File: config.mk
export PLATFORM = sky130hd
export DESIGN_NAME = decode_stage
export DESIGN_NICKNAME = d
export VERILOG_FILES = /design/src/rtl/misc_v_pkg.sv /design/src/rtl/reg_file.sv /design/src/rtl/decode_stage.sv
export SDC_FILE = /design/constraint.sdc
export NUM_CORES = 1
export LEC_CHECK = 0
export CAP_MARGIN = 20
export CORE_UTILIZATION = 45
export DETAILED_ROUTE_END_ITERATION = 16
export GPL_TIMING_DRIVEN = 0
export PLACE_DENSITY = 0.71
export SLEW_MARGIN = 20
export SYNTH_ARGS = -nofsm -noshare
export SYNTH_HDL_FRONTEND = slang
export SYNTH_HIERARCHICAL = 1
export SYNTH_SLANG_ARGS = --single-unit
File: constraint.sdc
create_clock -name clk -period 8.35 [get_ports clk]
set_clock_uncertainty 0.2 [all_clocks]
set_input_delay 1.67 -clock clk [delete_from_list [all_inputs] [get_ports clk]]
set_output_delay 1.67 -clock clk [all_outputs]
set_load 0.01 [all_outputs]
File: src/rtl/misc_v_pkg.sv
// Shared decode constants: opcodes, instruction field positions, register file geometry.
package misc_v_pkg;

  localparam int DATA_W   = 16;
  localparam int REG_AW   = 4;
  localparam int REG_CNT  = 16;

  localparam logic [3:0] OP_NOP = 4'h0;
  localparam logic [3:0] OP_LW  = 4'h8;

  localparam int OPC_LSB = 12;
  localparam int RD_LSB  = 8;
  localparam int RS1_LSB = 4;
  localparam int RS2_LSB = 0;
  localparam int IMM_W   = 8;

  function automatic logic signed [DATA_W-1:0] sext_imm(input logic [IMM_W-1:0] imm);
    return {{(DATA_W-IMM_W){imm[IMM_W-1]}}, imm};
  endfunction

endpackage

File: src/rtl/reg_file.sv
// 16x16 register file, two combinational reads, one synchronous write, r0 reads zero.
// DECODE_WB_BYPASS_EN: a read of the register being written returns the write data same cycle.
module reg_file
  import misc_v_pkg::*;
(
  input  logic              clk,
  input  logic              reset,
  input  logic              i_wb_en,
  input  logic [REG_AW-1:0] i_wb_addr,
  input  logic [DATA_W-1:0] i_wb_data,
  input  logic [REG_AW-1:0] i_rd_addr_a,
  input  logic [REG_AW-1:0] i_rd_addr_b,
  output logic [DATA_W-1:0] o_rd_data_a,
  output logic [DATA_W-1:0] o_rd_data_b
);

  logic [DATA_W-1:0] r_regs [REG_CNT];
  logic              w_wr;

  assign w_wr = i_wb_en && (i_wb_addr != '0);

  always_ff @(posedge clk) begin
    if (!reset) begin
      for (int i = 0; i < REG_CNT; i++) r_regs[i] <= '0;
    end else if (w_wr) begin
      r_regs[i_wb_addr] <= i_wb_data;
    end
  end

  function automatic logic [DATA_W-1:0] rd_port(input logic [REG_AW-1:0] addr);
    logic [DATA_W-1:0] v;
    v = r_regs[addr];
`ifdef DECODE_WB_BYPASS_EN
    if (w_wr && (addr == i_wb_addr)) v = i_wb_data;
`endif
    if (addr == '0) v = '0;
    return v;
  endfunction

  always_comb begin
    o_rd_data_a = rd_port(i_rd_addr_a);
    o_rd_data_b = rd_port(i_rd_addr_b);
  end

endmodule

File: src/rtl/decode_stage.sv
// IF/ID pipeline register, field decode, register file read and load-use hazard detect.
// DECODE_WB_BYPASS_EN selects same-cycle write-through on register file reads.
module decode_stage
  import misc_v_pkg::*;
(
  input  logic              clk,
  input  logic              reset,
  input  logic [DATA_W-1:0] if_new_pc,
  input  logic [DATA_W-1:0] if_old_pc,
  input  logic [DATA_W-1:0] if_ir,
  input  logic              stall,
  input  logic              flush,
  input  logic              wb_en,
  input  logic [REG_AW-1:0] wb_addr,
  input  logic [DATA_W-1:0] wb_data,
  input  logic              ex_mem_read,
  input  logic [REG_AW-1:0] ex_rd,
  output logic              id_valid,
  output logic [DATA_W-1:0] id_old_pc,
  output logic [DATA_W-1:0] id_new_pc,
  output logic [3:0]        id_opcode,
  output logic [REG_AW-1:0] id_rd,
  output logic [REG_AW-1:0] id_rs1,
  output logic [REG_AW-1:0] id_rs2,
  output logic [DATA_W-1:0] id_rs1_data,
  output logic [DATA_W-1:0] id_rs2_data,
  output logic signed [DATA_W-1:0] id_imm,
  output logic              hazard_stall
);

  logic [DATA_W-1:0] r_ir_p1;
  logic [DATA_W-1:0] r_old_pc_p1;
  logic [DATA_W-1:0] r_new_pc_p1;
  logic              r_vld_p1;
  logic              w_rs_match;

  // IF -> ID boundary
  always_ff @(posedge clk) begin
    if (!reset) begin
      r_ir_p1     <= '0;
      r_old_pc_p1 <= '0;
      r_new_pc_p1 <= '0;
      r_vld_p1    <= 1'b0;
    end else if (flush) begin
      r_ir_p1     <= {OP_NOP, {(DATA_W-4){1'b0}}};
      r_old_pc_p1 <= '0;
      r_new_pc_p1 <= '0;
      r_vld_p1    <= 1'b0;
    end else if (!stall) begin
      r_ir_p1     <= if_ir;
      r_old_pc_p1 <= if_old_pc;
      r_new_pc_p1 <= if_new_pc;
      r_vld_p1    <= 1'b1;
    end
  end

  assign id_valid  = r_vld_p1;
  assign id_old_pc = r_old_pc_p1;
  assign id_new_pc = r_new_pc_p1;
  assign id_opcode = r_ir_p1[OPC_LSB +: 4];
  assign id_rd     = r_ir_p1[RD_LSB  +: REG_AW];
  assign id_rs1    = r_ir_p1[RS1_LSB +: REG_AW];
  assign id_rs2    = r_ir_p1[RS2_LSB +: REG_AW];
  assign id_imm    = sext_imm(r_ir_p1[IMM_W-1:0]);

  reg_file u_reg_file (
    .clk         (clk),
    .reset       (reset),
    .i_wb_en     (wb_en),
    .i_wb_addr   (wb_addr),
    .i_wb_data   (wb_data),
    .i_rd_addr_a (id_rs1),
    .i_rd_addr_b (id_rs2),
    .o_rd_data_a (id_rs1_data),
    .o_rd_data_b (id_rs2_data)
  );

  // A bubble never stalls, and a load into r0 cannot create a dependency.
  assign w_rs_match   = (ex_rd == id_rs1) || (ex_rd == id_rs2);
  assign hazard_stall = r_vld_p1 && ex_mem_read && (ex_rd != '0) && w_rs_match;

endmodule

Word-level counts from Yosys, hierarchy flattened
Memory sizes are Yosys's and may differ from the RTL's. A register that Yosys moved wholly into a read port is not among the register bits.
Index checks and enable logic that the tools add are counted.
- bits in registers: 49
- memory bits (writable): 256
- input bits: 78
- output and inout port bits: 98
- logic and storage cells: 32
- memories kept: 1
- equal/unequal tests: 2
- multiplexer cells: 13
- bitwise operators: 1
- reduce and logical (&&, ||, !) cells: 11
- memories (name ; depth ; width ; rd ports ; clocked after memory_dff ; wr ports ; RTL line ; source):
    u_reg_file.r_regs ; 16 ; 16 ; 2 ; 2 ; 16 ; reg_file.sv:17 ; logic [DATA_W-1:0] r_regs [REG_CNT];
- operators by type and width (kind ; count):
    $mux 16 ; 3
    $mux 4 ; 5
    $reduce_or 16->1 ; 1
    $eq 4x4->1 ; 2
    $logic_not 4->1 ; 2
    $reduce_bool 4->1 ; 2
    $mux 1 ; 5
    $logic_and 1x1->1 ; 4
    $reduce_or 2->1 ; 1
    $logic_or 1x1->1 ; 1
    $not 1->1 ; 1

Logic depth before layout (Yosys ltp)
- depth in word-level cells: 7
- gate-level depth with buffers: 7
- mapped depth without buffers: 4

Modules after synthesis
Netlist, hierarchy kept.
- modules (own cells, without submodules) (module ; instances ; cells each ; area an instance (um2) ; seq. area each (um2)):
    reg_file ; 1 ; 931 ; 13128.8 ; 7236.9
    decode_stage ; 1 ; 188 ; 1951.9 ; 980.9

Least setup slack after synthesis
Ideal clock, no wire load.
- kind: input to output
- from: in ex_rd[3]
- to: out hazard_stall
- data arrival time: 2.323 ns
- required time: 6.480 ns
- setup slack: 4.157 ns
- stages on the path: 3
- path buffers: 0
- path through: or4_1 nand3_1 a21oi_1
- word-level cells in the longest chain between the ends: 3
- elaborated cells between the ends (all ways): 6
- classes of those cells: 2 x eq/ne; 4 x reduce/logical
- ends and longest elaborated chain (what ; RTL line ; source):
    from (decl) ; decode_stage.sv:17 ; input logic [REG_AW-1:0] ex_rd,
    $eq 4x4->1 / $reduce_bool 4->1 (equally long branches) ; decode_stage.sv:79, decode_stage.sv:80 ;
    $logic_or 1x1->1 / $logic_and 1x1->1 (equally long branches) ; decode_stage.sv:79, decode_stage.sv:80 ;
    $logic_and 1x1->1 (*) ; decode_stage.sv:80 ; assign hazard_stall = r_vld_p1 && ex_mem_read && (ex_rd != '0) && w_rs_match;
    to (decl) ; decode_stage.sv:28 ; output logic hazard_stall
Mark *: on every way between the ends. The rest lies on a longest branch, timed or not.

Worst setup path in the final report
- from: reg r_ir_p1[7]
- to: out id_rs1_data[4]
- word-level cells in the longest chain between the ends: 2
- ends and longest elaborated chain (what ; RTL line ; source):
    from (decl) ; decode_stage.sv:31 ; logic [DATA_W-1:0] r_ir_p1;
    from (signal assigned) ; decode_stage.sv:45 ; r_ir_p1 <= {OP_NOP, {(DATA_W-4){1'b0}}};
    from (signal assigned) ; decode_stage.sv:50 ; r_ir_p1 <= if_ir;
    $logic_not 4->1 ; reg_file.sv:36 ; if (addr == '0) v = '0;
    $mux 16 ; reg_file.sv:36 ;
    to (decl) ; decode_stage.sv:25 ; output logic [DATA_W-1:0] id_rs1_data,
No other way between the ends.

==> qor.csv <==
stage,metric,value,unit
outcome,status,"finished, final reports clean",
logic_synthesis,"flops & latches, synth",290,
logic_synthesis,Netlist cell types,41,
power_and_ir_drop,Comb power frac,11.2,%
min_path,worst hold path class,reg -> reg,
logic_synthesis,Mean Syn Cell Area,13.48,um^2
route,1st-iter DRT viols,1200,
placed_design,Port Buffers,174,
logic_synthesis,share of the synthesized area in the top cell type,47.99,%
timing,post-route minimum period,5.768,ns
timing,maximum clock frequency,0.1734,GHz
route,post-route ant nets,0,
floorplanning,IO Pins,176,
floorplanning,area of the core,32780,um^2
placed_design,DP HPWL,32840,um
floorplanning,Std-Cell Rows,66,
global_routing,met1 usage in global routing,34.22,%
route,Routed WL,45870,um
logic_synthesis,Syn. warnings,6,
worst_setup_path,Worst EP arrival,3.90,ns
floorplanning,Die ar.,34250,um^2
logic_synthesis,Synth area leaders,"edfxtp_1, mux2i_1, mux4_2, and2_1, dfxtp_1",
power_and_ir_drop,Clock Power Share,42.1,%
timing,WHS,0.2871,ns
route,Pre-antenna DRT Iters,7,
cells_and_area,fill count,2633,
timing,RSZ-0062 raised after global routing,false,
cells_and_area,"Area growth, synth to finish",23.84,%
clock_network,CTS root buf,clkbuf_16,
power_and_ir_drop,worst vdd ir,157.7,uV
power_and_ir_drop,post-layout total power,3.615,mW
floorplanning,Die Ht,185.1,um
global_routing,vias in the first global route,10660,
timing,final worst setup slack,2.582,ns
power_and_ir_drop,PD cells,193.6,nW/um^2
logic_synthesis,syn_nets,1197,
logic_synthesis,"area leader, netlist",edfxtp_1,
cells_and_area,layout cells sized above 1,17.95,%
global_routing,antenna violations before repair,0,
clock_network,Inserted Clock Buffers,31,
global_routing,Total GRT Usage,26.97,%
floorplanning,die width,185.1,um
clock_network,Clock Sinks,290,
clock_network,later-pin clock latency in the skew report,0.55,ns
route,drt wl/cell,25.47,um
power_and_ir_drop,design internal power,2.787,mW
power_and_ir_drop,Sequential Power Share,46.7,%
route,DR DRC count,0,
timing,Final Slew Violations,0,
timing,period utilization,69.08,%
worst_setup_path,Worst Path Max Fanout,18,
clock_network,Clock transition at path regs,0.06,ns
global_routing,first-pass GRT wire length,66450,um
cells_and_area,"Design Area, Final",18680,um^2
global_routing,pin count of the biggest net entering global routing,19,
clock_network,# resized after CTS,0,
clock_network,H-tree depth,1,
power_and_ir_drop,Sw Pwr,0.8285,mW
route,vias per cell,5.914,
flow_run,max cap viols,0,
global_routing,grt met2 use,45.97,%
power_and_ir_drop,switching share of power,22.92,%
logic_synthesis,dominant synthesized flop cell,edfxtp_1,
floorplanning,Initial Utilization,46.00,%
timing,slew at the pin with the worst max-slew slack,1.156,ns
timing,Setup Total Neg Slack,0,ns
cells_and_area,Final #Nets,1413,
placed_design,GP Congestion,0.9416,
timing,Final Hold Vio Count,0,
route,Via Count,10650,
clock_network,CTS tree,built,
logic_synthesis,Synth async-reset ratio,0,%
worst_setup_path,CP Capture Type,output port,
timing,Slew Limit Headroom,22.96,%
worst_setup_path,worst setup path class,reg -> out,
worst_setup_path,CP Launch Type,flop,
worst_setup_path,CP Data Required Time,6.48,ns
clock_network,Post-CTS Setup Repair Bufs,0,
placed_design,"Cell Area, Placed",17540,um^2
clock_network,Clock Tree Buf Depth,3,
timing,final setup vio count,0,
logic_synthesis,Cells after Synth,1119,
clock_network,hold_buf cts,0,
logic_synthesis,Post-synth EDFFs,241,
placed_design,post-place setup slack,3.186,ns
logic_synthesis,Syn Std Cell Area,15080,um^2
global_routing,Top Usage Layer GRT,met2,
cells_and_area,Inserted Diodes,0,
power_and_ir_drop,Pleak,6.481,nW
cells_and_area,most frequent cells in the layout,"and2_1, edfxtp_1, clkdlybuf4s50_1, mux2i_1, mux4_2",
logic_synthesis,register area share after synthesis,54.49,%
global_routing,met3 Use GR,4.503,%
global_routing,grt total ovfl,0,
flip-flops by register name (all words and copies together) (netlist names):
name,count
u_reg_file/r_regs,241
id_new_pc,16
id_old_pc,16
r_ir_p1,16
id_valid,1
kinds of logic after synthesis:
| kind of cell | after synthesis | synth area share [%] |
|---|---|---|
| AND/OR/NAND/NOR | 347 | 14.16 |
| flip-flops | 290 | 54.49 |
| multiplexers | 237 | 21.43 |
| AO/OA/AOI/OAI | 123 | 5.393 |
| buffers and inverters | 113 | 4.032 |
| XOR/XNOR | 8 | 0.4646 |
| other | 1 | 0.02487 |
final cells by class:
class | instances | area [um^2] | share of cell area, %
inverters | 3 | 11.26 | 0.06030
repair buffers | 183 | 1873 | 10.03
multi-input cells | 716 | 6291 | 33.69
clock buffers | 32 | 779.5 | 4.174
flip-flops and latches | 290 | 8218 | 44.00
well taps | 442 | 553.0 | 2.961
plain buffers | 110 | 596.8 | 3.196
clock inverters | 25 | 352.8 | 1.889
critical path, cell delays in order (launching register included):
cell	delay [ns]
dfxtp_1	0.78
nor2b_1	0.61
clkbuf_1	0.59
a221o_1	0.26
a21oi_1	0.15
a21oi_1	0.34
clkdlybuf4s50_1	0.61
layer usage:
metal  routed length (um)  vias to the layer above
met5                    0                        -
met3                 4485                      109
li1                     -                     4593
met2                22610                      654
met4                 1464                        0
met1                17310                     5296
power by group through the flow:
stage | registers (mW) | logic, mW | clock network [mW]
finish | 1.69 | 0.403 | 1.52
global placement | 1.71 | 0.382 | 0
CTS | 1.69 | 0.399 | 1.53
detailed placement | 1.72 | 0.397 | 0
floorplan | 1.70 | 0.207 | 0
global route | 1.70 | 0.422 | 1.59
cells in the mapped netlist, types with 15 or more instances:
| cell type | instances |
|---|---|
| a2111oi_0 | 15 |
| a21oi_1 | 49 |
| a221o_1 | 15 |
| a22oi_1 | 15 |
| and2_1 | 241 |
| buf_2 | 41 |
| buf_4 | 24 |
| clkbuf_1 | 36 |
| dfxtp_1 | 49 |
| edfxtp_1 | 241 |
| mux2_2 | 17 |
| mux2i_1 | 153 |
| mux4_2 | 67 |
| nor2_1 | 63 |
path summary, 6_finish.rpt:
| check | startpoint | to | slack (ns) | depth (start not counted) |
|---|---|---|---|---|
| worst min-delay path | id_valid$_SDFFE_PP0N_ | id_valid$_SDFFE_PP0N_ | 0.29 | 2 |
| worst max register to register | r_ir_p1[7]$_SDFFE_PP0N_ | r_ir_p1[7]$_SDFFE_PP0N_ | 7.02 | 2 |
| worst min register to register | id_valid$_SDFFE_PP0N_ | id_valid$_SDFFE_PP0N_ | 0.29 | 2 |
| worst max-delay path | r_ir_p1[7]$_SDFFE_PP0N_ | id_rs1_data[4] | 2.58 | 6 |
through the flow:
step | std cells | utilization (%)
after floorplan | 1119 | -
after global placement | 1735 | 53.00
after detailed placement | 1744 | 53.50
after CTS | 1801 | 56.96
after global routing | 1801 | 56.97
final | 1801 | 56.97
Note: power is estimated with default switching activity, not from simulation.
